[src/rtl/dmem_dma_master.sv]
// Word-copy bus initiator for the data-memory bus (CPU/DMA arbitrated).
// Optional level interrupt enabled by defining DMA_IRQ_EN.
module dmem_dma_master #(
  parameter int LEN_W = 9
) (
  input  logic             clk,
  input  logic             reset,
  input  logic             start,
  input  logic [31:0]      src_addr,
  input  logic [31:0]      dst_addr,
  input  logic [LEN_W-1:0] word_cnt,
  input  logic             bus_gnt,
  input  logic [31:0]      mem_rdata,
  output logic             bus_req,
  output logic [31:0]      mem_addr,
  output logic [31:0]      mem_wdata,
  output logic             mem_read,
  output logic             mem_write,
  output logic             busy,
  output logic             done,
  output logic             err,
  output logic             irq,
  input  logic             irq_clr
);

  typedef enum logic [2:0] {
    S_IDLE,
    S_REQ,
    S_READ,
    S_WRITE,
    S_DONE
  } state_t;

  state_t           state, state_nx;
  logic [31:0]      src_q, dst_q, buf_q;
  logic [LEN_W-1:0] cnt_q;
  logic             err_q;
  logic             misaligned;
  logic             start_acc;

  assign misaligned = (src_addr[1:0] != 2'b00) || (dst_addr[1:0] != 2'b00);
  assign start_acc  = (state == S_IDLE) && start;

  always_ff @(posedge clk or posedge reset) begin
    if (reset) state <= S_IDLE;
    else       state <= state_nx;
  end

  always_comb begin
    state_nx = state;
    case (state)
      S_IDLE:  if (start) begin
                 if (misaligned || (word_cnt == '0)) state_nx = S_DONE;
                 else                                state_nx = S_REQ;
               end
      S_REQ:   if (bus_gnt) state_nx = S_READ;
      S_READ:  if (bus_gnt) state_nx = S_WRITE;
      // Without a grant the phase simply holds, so the post-write choice is only DONE or READ
      S_WRITE: if (bus_gnt) state_nx = (cnt_q == LEN_W'(1)) ? S_DONE : S_READ;
      S_DONE:  state_nx = S_IDLE;
      default: state_nx = S_IDLE;
    endcase
  end

  always_ff @(posedge clk or posedge reset) begin
    if (reset) begin
      src_q <= '0;
      dst_q <= '0;
      buf_q <= '0;
      cnt_q <= '0;
      err_q <= 1'b0;
    end else begin
      case (state)
        S_IDLE: if (start) begin
          src_q <= src_addr;
          dst_q <= dst_addr;
          cnt_q <= word_cnt;
          err_q <= misaligned;
        end
        S_READ:  if (bus_gnt) buf_q <= mem_rdata;
        S_WRITE: if (bus_gnt) begin
          src_q <= src_q + 32'd4;
          dst_q <= dst_q + 32'd4;
          cnt_q <= cnt_q - LEN_W'(1);
        end
        default: ;
      endcase
    end
  end

  always_comb begin
    bus_req   = 1'b0;
    mem_addr  = '0;
    mem_wdata = '0;
    mem_read  = 1'b0;
    mem_write = 1'b0;
    case (state)
      S_REQ: bus_req = 1'b1;
      S_READ: begin
        bus_req = 1'b1;
        if (bus_gnt) begin
          mem_read = 1'b1;
          mem_addr = src_q;
        end
      end
      S_WRITE: begin
        bus_req = 1'b1;
        if (bus_gnt) begin
          mem_write = 1'b1;
          mem_addr  = dst_q;
          mem_wdata = buf_q;
        end
      end
      default: ;
    endcase
  end

  assign busy = (state != S_IDLE);
  assign done = (state == S_DONE);
  assign err  = err_q;

`ifdef DMA_IRQ_EN
  logic irq_q;
  always_ff @(posedge clk or posedge reset) begin
    if (reset)                       irq_q <= 1'b0;
    else if (state == S_DONE)        irq_q <= 1'b1;
    else if (irq_clr || start_acc)   irq_q <= 1'b0;
  end
  assign irq = irq_q;
`else
  logic unused_irq_clr;
  assign unused_irq_clr = irq_clr & start_acc;
  assign irq = 1'b0;
`endif

endmodule
[config.mk]
export PLATFORM = sky130hd
export DESIGN_NAME = dmem_dma_master
export DESIGN_NICKNAME = d
export VERILOG_FILES = /design/src/rtl/dmem_dma_master.sv
export SDC_FILE = /design/constraint.sdc
export NUM_CORES = 1
export LEC_CHECK = 0
export ABC_CLOCK_PERIOD_IN_PS = 7900
export CAP_MARGIN = 20
export CORE_MARGIN = 5
export CORE_UTILIZATION = 47
export DETAILED_ROUTE_END_ITERATION = 8
export MAX_ROUTING_LAYER = met4
export PLACE_DENSITY = 0.89
export REMOVE_ABC_BUFFERS = 1
export SKIP_CTS_REPAIR_TIMING = 1
export SYNTH_ARGS = -nofsm -noshare
export SYNTH_HDL_FRONTEND = slang
export SYNTH_SLANG_ARGS = --single-unit
export TNS_END_PERCENT = 30
[constraint.sdc]
create_clock -name clk -period 7.9 [get_ports clk]
set_input_delay 1.185 -clock clk [delete_from_list [all_inputs] [get_ports clk]]
set_output_delay 1.185 -clock clk [all_outputs]
set_load 0.005 [all_outputs]
==> flow_metrics.env, run 1 <==
export IMPL_cts_made_buffers=9
export IMPL_timing_hold_ws_ns=0.482
export IMPL_worst_setup_path_start_kind="primary input"
export IMPL_synthMuxAreaShare=0.0598
export IMPL_yosys_cell_types_count=56
export IMPL_die_height_um=128
export IMPL_data_required_time_of_the_worst_path_ns=6.71
export IMPL_initial_antenna_violation_count=0
export IMPL_regToRegStartpoint="state[0]"
export IMPL_global_route_usage_total=0.243
export IMPL_peak_clock_frequency_supported_by_timing_mhz=207
export IMPL_power_density_nw_per_um2=335
export IMPL_cp_max_fo=37
export IMPL_core_area_um2=13800
export IMPL_global_route_wire_length_before_repair_mm=31.3
export IMPL_post_route_period_util=0.611
export IMPL_yosysMostFrequentCell="sky130_fd_sc_hd__dfrtp_1"
export IMPL_finalWirelength_mm=19.7
export IMPL_floorplan_initialDensity=0.474
export IMPL_area_fraction_of_the_dominant_cell_type_after_synthesis=0.418
export IMPL_antenna_cells_inserted=0
export IMPL_buffer_ports_inserted=178
export IMPL_startpoint="bus_gnt"
export IMPL_end_kind="primary output"
export IMPL_holdCritPathClass="reg -> reg"
export IMPL_max_buffers_root_to_sink=2
export IMPL_placed_cells=1040
export IMPL_share_comb_of_total_power=0.441
export IMPL_top_cells_by_area_in_the_synthesized_netlist="sky130_fd_sc_hd__dfrtp_1 42%, sky130_fd_sc_hd__a21oi_1 5.8%, sky130_fd_sc_hd__mux2_2 5.5%, sky130_fd_sc_hd__a22o_1 4.4%, sky130_fd_sc_hd__and2_1 3.6%"
export IMPL_worstSkewPairLatency_ns=0.36
export IMPL_p_leak_nw=3.37
export IMPL_timing_max_slew_rel_slack=0.486
export IMPL_synthArstFlopShare=1.00
export IMPL_vdd_ir_max_uv=143
export IMPL_synth_top_family_by_area="compound AO/OA/AOI/OAI gates"
export IMPL_worst_r2r_endpoint="src_q[9]"
export IMPL_clock_skew_final_ns=0.00808
export IMPL_synthesis_area_per_instance_um2=8.91
export IMPL_setup_total_negative_slack_ns=0
export IMPL_wl_per_cell_um=18.7
export IMPL_ios=181
export IMPL_synth_simple_area_share=0.223
export IMPL_post_route_cells_drive_above_1_share=0.0901
export IMPL_synth_top_area_cell="sky130_fd_sc_hd__dfrtp_1"
export IMPL_total_half_perimeter_wirelength_after_legalization_and_detailed_placement_mm=14.0
export IMPL_post_route_antenna_net_violation_count=0
export IMPL_layoutNonFillerInstCount=1057
export IMPL_setup_viol=0
export IMPL_p_sw_frac=0.410
export IMPL_placementRows=43
export IMPL_grt_max_degree=78
export IMPL_finalMaxSlewViolations=0
export IMPL_drv_max_cap_violation_count=0
export IMPL_synth_xor_xnor_area_share=0
export IMPL_rsz0062_at_grt="no"
export IMPL_cp_arrival_ns=3.64
export IMPL_die_width_um=128
export IMPL_root_buffer="sky130_fd_sc_hd__clkbuf_16"
export IMPL_status="complete, no violations"
export IMPL_utilization=0.631
export IMPL_yosys_area_share_adder=0.00767
export IMPL_power_switching_mw=1.20
export IMPL_power_sequential_fraction=0.397
export IMPL_yosysWarningCount=0
export IMPL_detail_route_first_pass_iterations=5
export IMPL_worst_setup_path_type="in -> out"
export IMPL_drc=0
export IMPL_grt_ovfl_total=0
export IMPL_min_from="dst_q[1]"
export IMPL_violation_count_after_the_first_detailed_routing_iteration=582
export IMPL_fin_crit_ns=4.82
export IMPL_timing_hold_violations_final=0
export IMPL_detailroute_via_count=6346
export IMPL_clock_transition_at_the_registers_of_the_reported_paths_ns=0.07
export IMPL_syn_area_um2=6530
export IMPL_numClockSinks=109
export IMPL_place_gp_congestion=0.899
export IMPL_tritoncts="built"
export IMPL_cts_htree_levels=3
export IMPL_syn_instance_count=733
export IMPL_synth_ff_type="sky130_fd_sc_hd__dfrtp_1"
export IMPL_die_area_um2=16300
export IMPL_finish_net_count=986
export IMPL_tightestPinTransition_ns=0.769
export IMPL_ys_seq_elements=109
export IMPL_critPathCapture="mem_addr[31]"
export IMPL_synth_compound_gate_area_share=0.243
export IMPL_yosys_top_cells_count="109 x sky130_fd_sc_hd__dfrtp_1, 76 x sky130_fd_sc_hd__a21oi_1, 61 x sky130_fd_sc_hd__nand2_1"
export IMPL_ff2ff_path_depth=6
export IMPL_drt_vias_per_instance=6.00
export IMPL_grt_pass1_vias=6155
export IMPL_pwr_share_clk=0.162
export IMPL_setup_reg_to_reg_worst_slack_ns=4.53
export IMPL_layout_area_overhead_vs_synth_pct=33.1
export IMPL_power_report_internal_total_mw=1.72
export IMPL_synth_enable_flop_cells=0
export IMPL_synth_seq_area_share=0.418
[power by group through the flow]
stage	combinational [mW]	clock, mW	sequential, mW
after CTS	1.28	0.482	1.15
final	1.28	0.471	1.16
after global placement	1.23	0	1.14
after global routing	1.43	0.504	1.20
after floorplan	0.873	0	1.05
after detailed placement	1.27	0	1.16
[per-stage QoR]
step	worst slack [ns]	area (µm²)	power [mW]
after CTS	3.09	8660	2.91
final	3.08	8690	2.91
after global placement	2.69	8350	2.37
after floorplan	1.14	6250	1.93
after detailed placement	3.09	8360	2.43
after global routing	2.91	8690	3.13
[how the worst min path moves through the flow]
stage / end / slack, ns / cells after the start
3_3_place_gp: dst_q[0] / 0.46 / 2
5_1_grt: dst_q[1] / 0.51 / 2
6_report: dst_q[1] / 0.48 / 2
2_1_floorplan: dst_q[0] / 0.45 / 2
3_5_place_dp: dst_q[1] / 0.47 / 2
4_1_cts: dst_q[1] / 0.48 / 2
[layer usage]
layer / routed length (µm) / vias up / GRT usage
met2: 9440 / 314 / 0.392
met1: 8270 / 2990 / 0.312
met3: 1600 / 34 / 0.0404
li1: - / 3008 / -
met4: 408 / 0 / 0.0818
met5: 0 / - / -
[flip-flops by register name (all words and copies together) (netlist names)]
register  cells
buf_q        32
dst_q        32
src_q        32
cnt_q         9
state         3
err           1
[cell usage in the layout (no fill, tap or decap), types with 9 or more instances in the layout]
cell type,synthesis,layout
sky130_fd_sc_hd__a22o_1,33,33
sky130_fd_sc_hd__nor3_1,15,14
sky130_fd_sc_hd__a31oi_1,10,10
sky130_fd_sc_hd__dfrtp_1,109,109
sky130_fd_sc_hd__and2_1,38,38
sky130_fd_sc_hd__o22a_1,9,9
sky130_fd_sc_hd__nand2_1,61,61
sky130_fd_sc_hd__nand4_1,20,20
sky130_fd_sc_hd__a2bb2oi_1,21,21
sky130_fd_sc_hd__and3_1,11,11
sky130_fd_sc_hd__o21ai_0,41,41
sky130_fd_sc_hd__clkdlybuf4s50_1,0,178
sky130_fd_sc_hd__nand3_1,41,41
sky130_fd_sc_hd__a21oi_1,76,76
sky130_fd_sc_hd__mux2_2,32,32
sky130_fd_sc_hd__o22ai_1,19,19
sky130_fd_sc_hd__nor2_1,51,51
sky130_fd_sc_hd__clkbuf_16,0,9
sky130_fd_sc_hd__inv_1,10,9
sky130_fd_sc_hd__buf_4,3,10
[cell families (layout without fill, tap and decap cells)]
kind of cell	count (synthesis)	after routing
multiplexers	35	35
adder cells (fa/ha/maj)	4	4
AO/OA/AOI/OAI	241	241
buffers and inverters	72	216
other	1	1
flip-flops	109	109
AND/OR/NAND/NOR	271	271
[worst max-delay path, cell delays in order]
cell	delay (ns)
sky130_fd_sc_hd__clkdlybuf4s50_1	0.60
sky130_fd_sc_hd__and4b_2	0.57
sky130_fd_sc_hd__buf_4	0.48
sky130_fd_sc_hd__nand2_1	0.16
sky130_fd_sc_hd__nand2_1	0.11
sky130_fd_sc_hd__clkdlybuf4s50_1	0.50
[layout make-up]
class / count / area [µm²]
fill: 1105 / 5080
multi-input combinational: 552 / 3500
sequential: 109 / 2730
timing repair buffer: 190 / 1900
clock buffer: 9 / 225
tap: 180 / 225
clock inverter: 7 / 78.8
inverter: 10 / 40.0
Power figures use the tool's default switching activity.
==> run 2, diff against run 1 <==
--- a/config.mk
+++ b/config.mk
@@ -5,13 +5,13 @@
 export SDC_FILE = /design/constraint.sdc
 export NUM_CORES = 1
 export LEC_CHECK = 0
-export ABC_CLOCK_PERIOD_IN_PS = 7900
+export ABC_CLOCK_PERIOD_IN_PS = 4000
 export CAP_MARGIN = 20
 export CORE_MARGIN = 5
-export CORE_UTILIZATION = 47
+export CORE_UTILIZATION = 44
 export DETAILED_ROUTE_END_ITERATION = 8
 export MAX_ROUTING_LAYER = met4
-export PLACE_DENSITY = 0.89
+export PLACE_DENSITY = 0.87
 export REMOVE_ABC_BUFFERS = 1
 export SKIP_CTS_REPAIR_TIMING = 1
 export SYNTH_ARGS = -nofsm -noshare
==> constraint.sdc (replaced) <==
create_clock -name clk -period 4 [get_ports clk]
set_input_delay 0.6 -clock clk [delete_from_list [all_inputs] [get_ports clk]]
set_output_delay 0.6 -clock clk [all_outputs]
set_load 0.005 [all_outputs]
==> flow_metrics.env, run 2 (synthesis results as in run 1) <==
export IMPL_status="complete, no violations"
export IMPL_tritoncts="built"
export IMPL_timing_hold_ws_ns=0.484
export IMPL_worst_setup_path_type="in -> out"
export IMPL_die_width_um=132
export IMPL_initial_antenna_violation_count=0
export IMPL_die_height_um=132
export IMPL_post_route_period_util=0.852
export IMPL_fin_crit_ns=3.41
export IMPL_drv_max_cap_violation_count=0
export IMPL_drt_vias_per_instance=6.04
export IMPL_most_common_layout_cells="178 x sky130_fd_sc_hd__clkdlybuf4s50_1, 109 x sky130_fd_sc_hd__dfrtp_1, 76 x sky130_fd_sc_hd__a21oi_1"
export IMPL_numClockSinks=109
export IMPL_grt_ovfl_total=0
export IMPL_cts_htree_levels=3
export IMPL_worstPathCellList="clkdlybuf4s50_1 -> and4b_2 -> buf_4 -> a22o_1 -> clkdlybuf4s50_1"
export IMPL_antenna_cells_inserted=0
export IMPL_layout_area_overhead_vs_synth_pct=34.1
export IMPL_place_gp_congestion=0.869
export IMPL_detail_route_first_pass_iterations=5
export IMPL_timing_hold_violations_final=0
export IMPL_data_required_time_of_the_worst_path_ns=3.40
export IMPL_setup_viol=0
export IMPL_grt_max_degree=66
export IMPL_pre_cts_ws_ns=0.623
export IMPL_root_buffer="sky130_fd_sc_hd__clkbuf_16"
export IMPL_clock_transition_at_the_registers_of_the_reported_paths_ns=0.08
export IMPL_post_route_antenna_net_violation_count=0
export IMPL_rsz0062_at_grt="no"
export IMPL_worst_setup_path_start_kind="primary input"
export IMPL_violation_count_after_the_first_detailed_routing_iteration=756
export IMPL_core_area_um2=14500
export IMPL_worstSkewPairLatency_ns=0.37
export IMPL_global_route_usage_total=0.234
export IMPL_detailroute_via_count=6440
export IMPL_max_buffers_root_to_sink=2
export IMPL_nFillCells=1227
export IMPL_cts_made_buffers=9
export IMPL_post_route_worst_setup_slack_ns=0.592
export IMPL_reg_top3="buf_q: 32 flops, dst_q: 32 flops, src_q: 32 flops"
export IMPL_peak_clock_frequency_supported_by_timing_mhz=293
export IMPL_cp_max_fo=14
export IMPL_cp_arrival_ns=2.81
export IMPL_placementRows=44
export IMPL_critical_path_top_cell_by_count="sky130_fd_sc_hd__clkdlybuf4s50_1"
export IMPL_die_area_um2=17400
export IMPL_slowest_stage="sky130_fd_sc_hd__clkdlybuf4s50_1"
export IMPL_post_route_cells_drive_above_1_share=0.0963
export IMPL_vdd_ir_max_uv=279
export IMPL_wl_per_cell_um=18.8
export IMPL_tightestPinTransition_ns=0.830
export IMPL_global_route_wire_length_before_repair_mm=32.6
export IMPL_total_half_perimeter_wirelength_after_legalization_and_detailed_placement_mm=14.5
export IMPL_end_kind="primary output"
export IMPL_timing_critical_path_slowest_cell_delay_ns=0.65
export IMPL_drc=0
export IMPL_buffer_ports_inserted=178
export IMPL_finalWirelength_mm=20.1
export IMPL_power_density_nw_per_um2=658
export IMPL_clock_skew_final_ns=0.00794
export IMPL_finish_net_count=992
export IMPL_floorplan_initialDensity=0.449
export IMPL_layout_cells_most_common="sky130_fd_sc_hd__clkdlybuf4s50_1"
export IMPL_timing_max_slew_rel_slack=0.445
export IMPL_holdCritPathClass="reg -> reg"
export IMPL_grt_pass1_vias=6173
export IMPL_ios=181
export IMPL_p_leak_nw=3.42
export IMPL_finalMaxSlewViolations=0
==> run 2: cell count changes in the layout (fill, tap and decap cells not counted) <==
cell,before,now
sky130_fd_sc_hd__clkinv_4,0,1
sky130_fd_sc_hd__bufinv_16,1,0
sky130_fd_sc_hd__buf_16,1,0
sky130_fd_sc_hd__clkinvlp_4,3,0
sky130_fd_sc_hd__inv_8,0,1
sky130_fd_sc_hd__buf_12,0,5
sky130_fd_sc_hd__buf_6,1,0
sky130_fd_sc_hd__clkinv_2,0,2
sky130_fd_sc_hd__buf_4,10,13
==> run 2: worst paths after layout <==
kind | start | endpoint | slack, ns | depth (start not counted)
max | bus_gnt | mem_addr[10] | 0.59 | 5
min reg2reg | err | err | 0.48 | 2
min | err | err | 0.48 | 2
max in group asynchronous | reset | src_q[21] | 2.56 | 3
max reg2reg | state[0] | src_q[17] | 1.54 | 5
min in group asynchronous | reset | buf_q[18] | 0.66 | 2
==> run 2: per-stage QoR <==
step / power, mW / instance area, µm² / TNS (ns) / instances / util
after CTS: 5.77 / 8750 / 0 / 1067 / 0.602
after floorplan: 3.80 / 6250 / -91.96 / 671 / -
final: 5.76 / 8750 / 0 / 1067 / 0.602
after global placement: 4.76 / 8470 / 0 / 1051 / 0.583
after global routing: 6.18 / 8750 / 0 / 1067 / 0.602
after detailed placement: 4.88 / 8470 / 0 / 1051 / 0.583
==> run 2: per-layer routing <==
metal  GRT usage  vias to the layer above  wire, µm
met3      0.0401                       31      1600
li1            -                     3024         -
met2       0.361                      333      9350
met5           -                        -         0
met4      0.0800                        0       347
met1       0.312                     3052      8780
==> run 2: cell type report <==
class	count	area (µm²)	area share
clock buffer	9	225	0.0257
clock inverter	7	56.3	0.00643
inverter	10	40.0	0.00457
multi-input combinational	552	3500	0.399
sequential	109	2730	0.312
tap	184	230	0.0263
timing repair buffer	196	1980	0.226
==> run 2: power breakdown <==
part / switching, mW / internal [mW] / leakage (nW) / total (mW)
registers: 0.608 / 1.65 / 1.25 / 2.26
clock network: 0.453 / 0.434 / 0.142 / 0.886
logic: 1.31 / 1.31 / 2.02 / 2.62
total: 2.37 / 3.39 / 3.42 / 5.76
==> run 2: worst max-delay path: cells and delay by family <==
family | cells | cell delay (ns)
compound gates | 1 | 0.18
simple gates | 1 | 0.60
buf+inv | 3 | 1.42
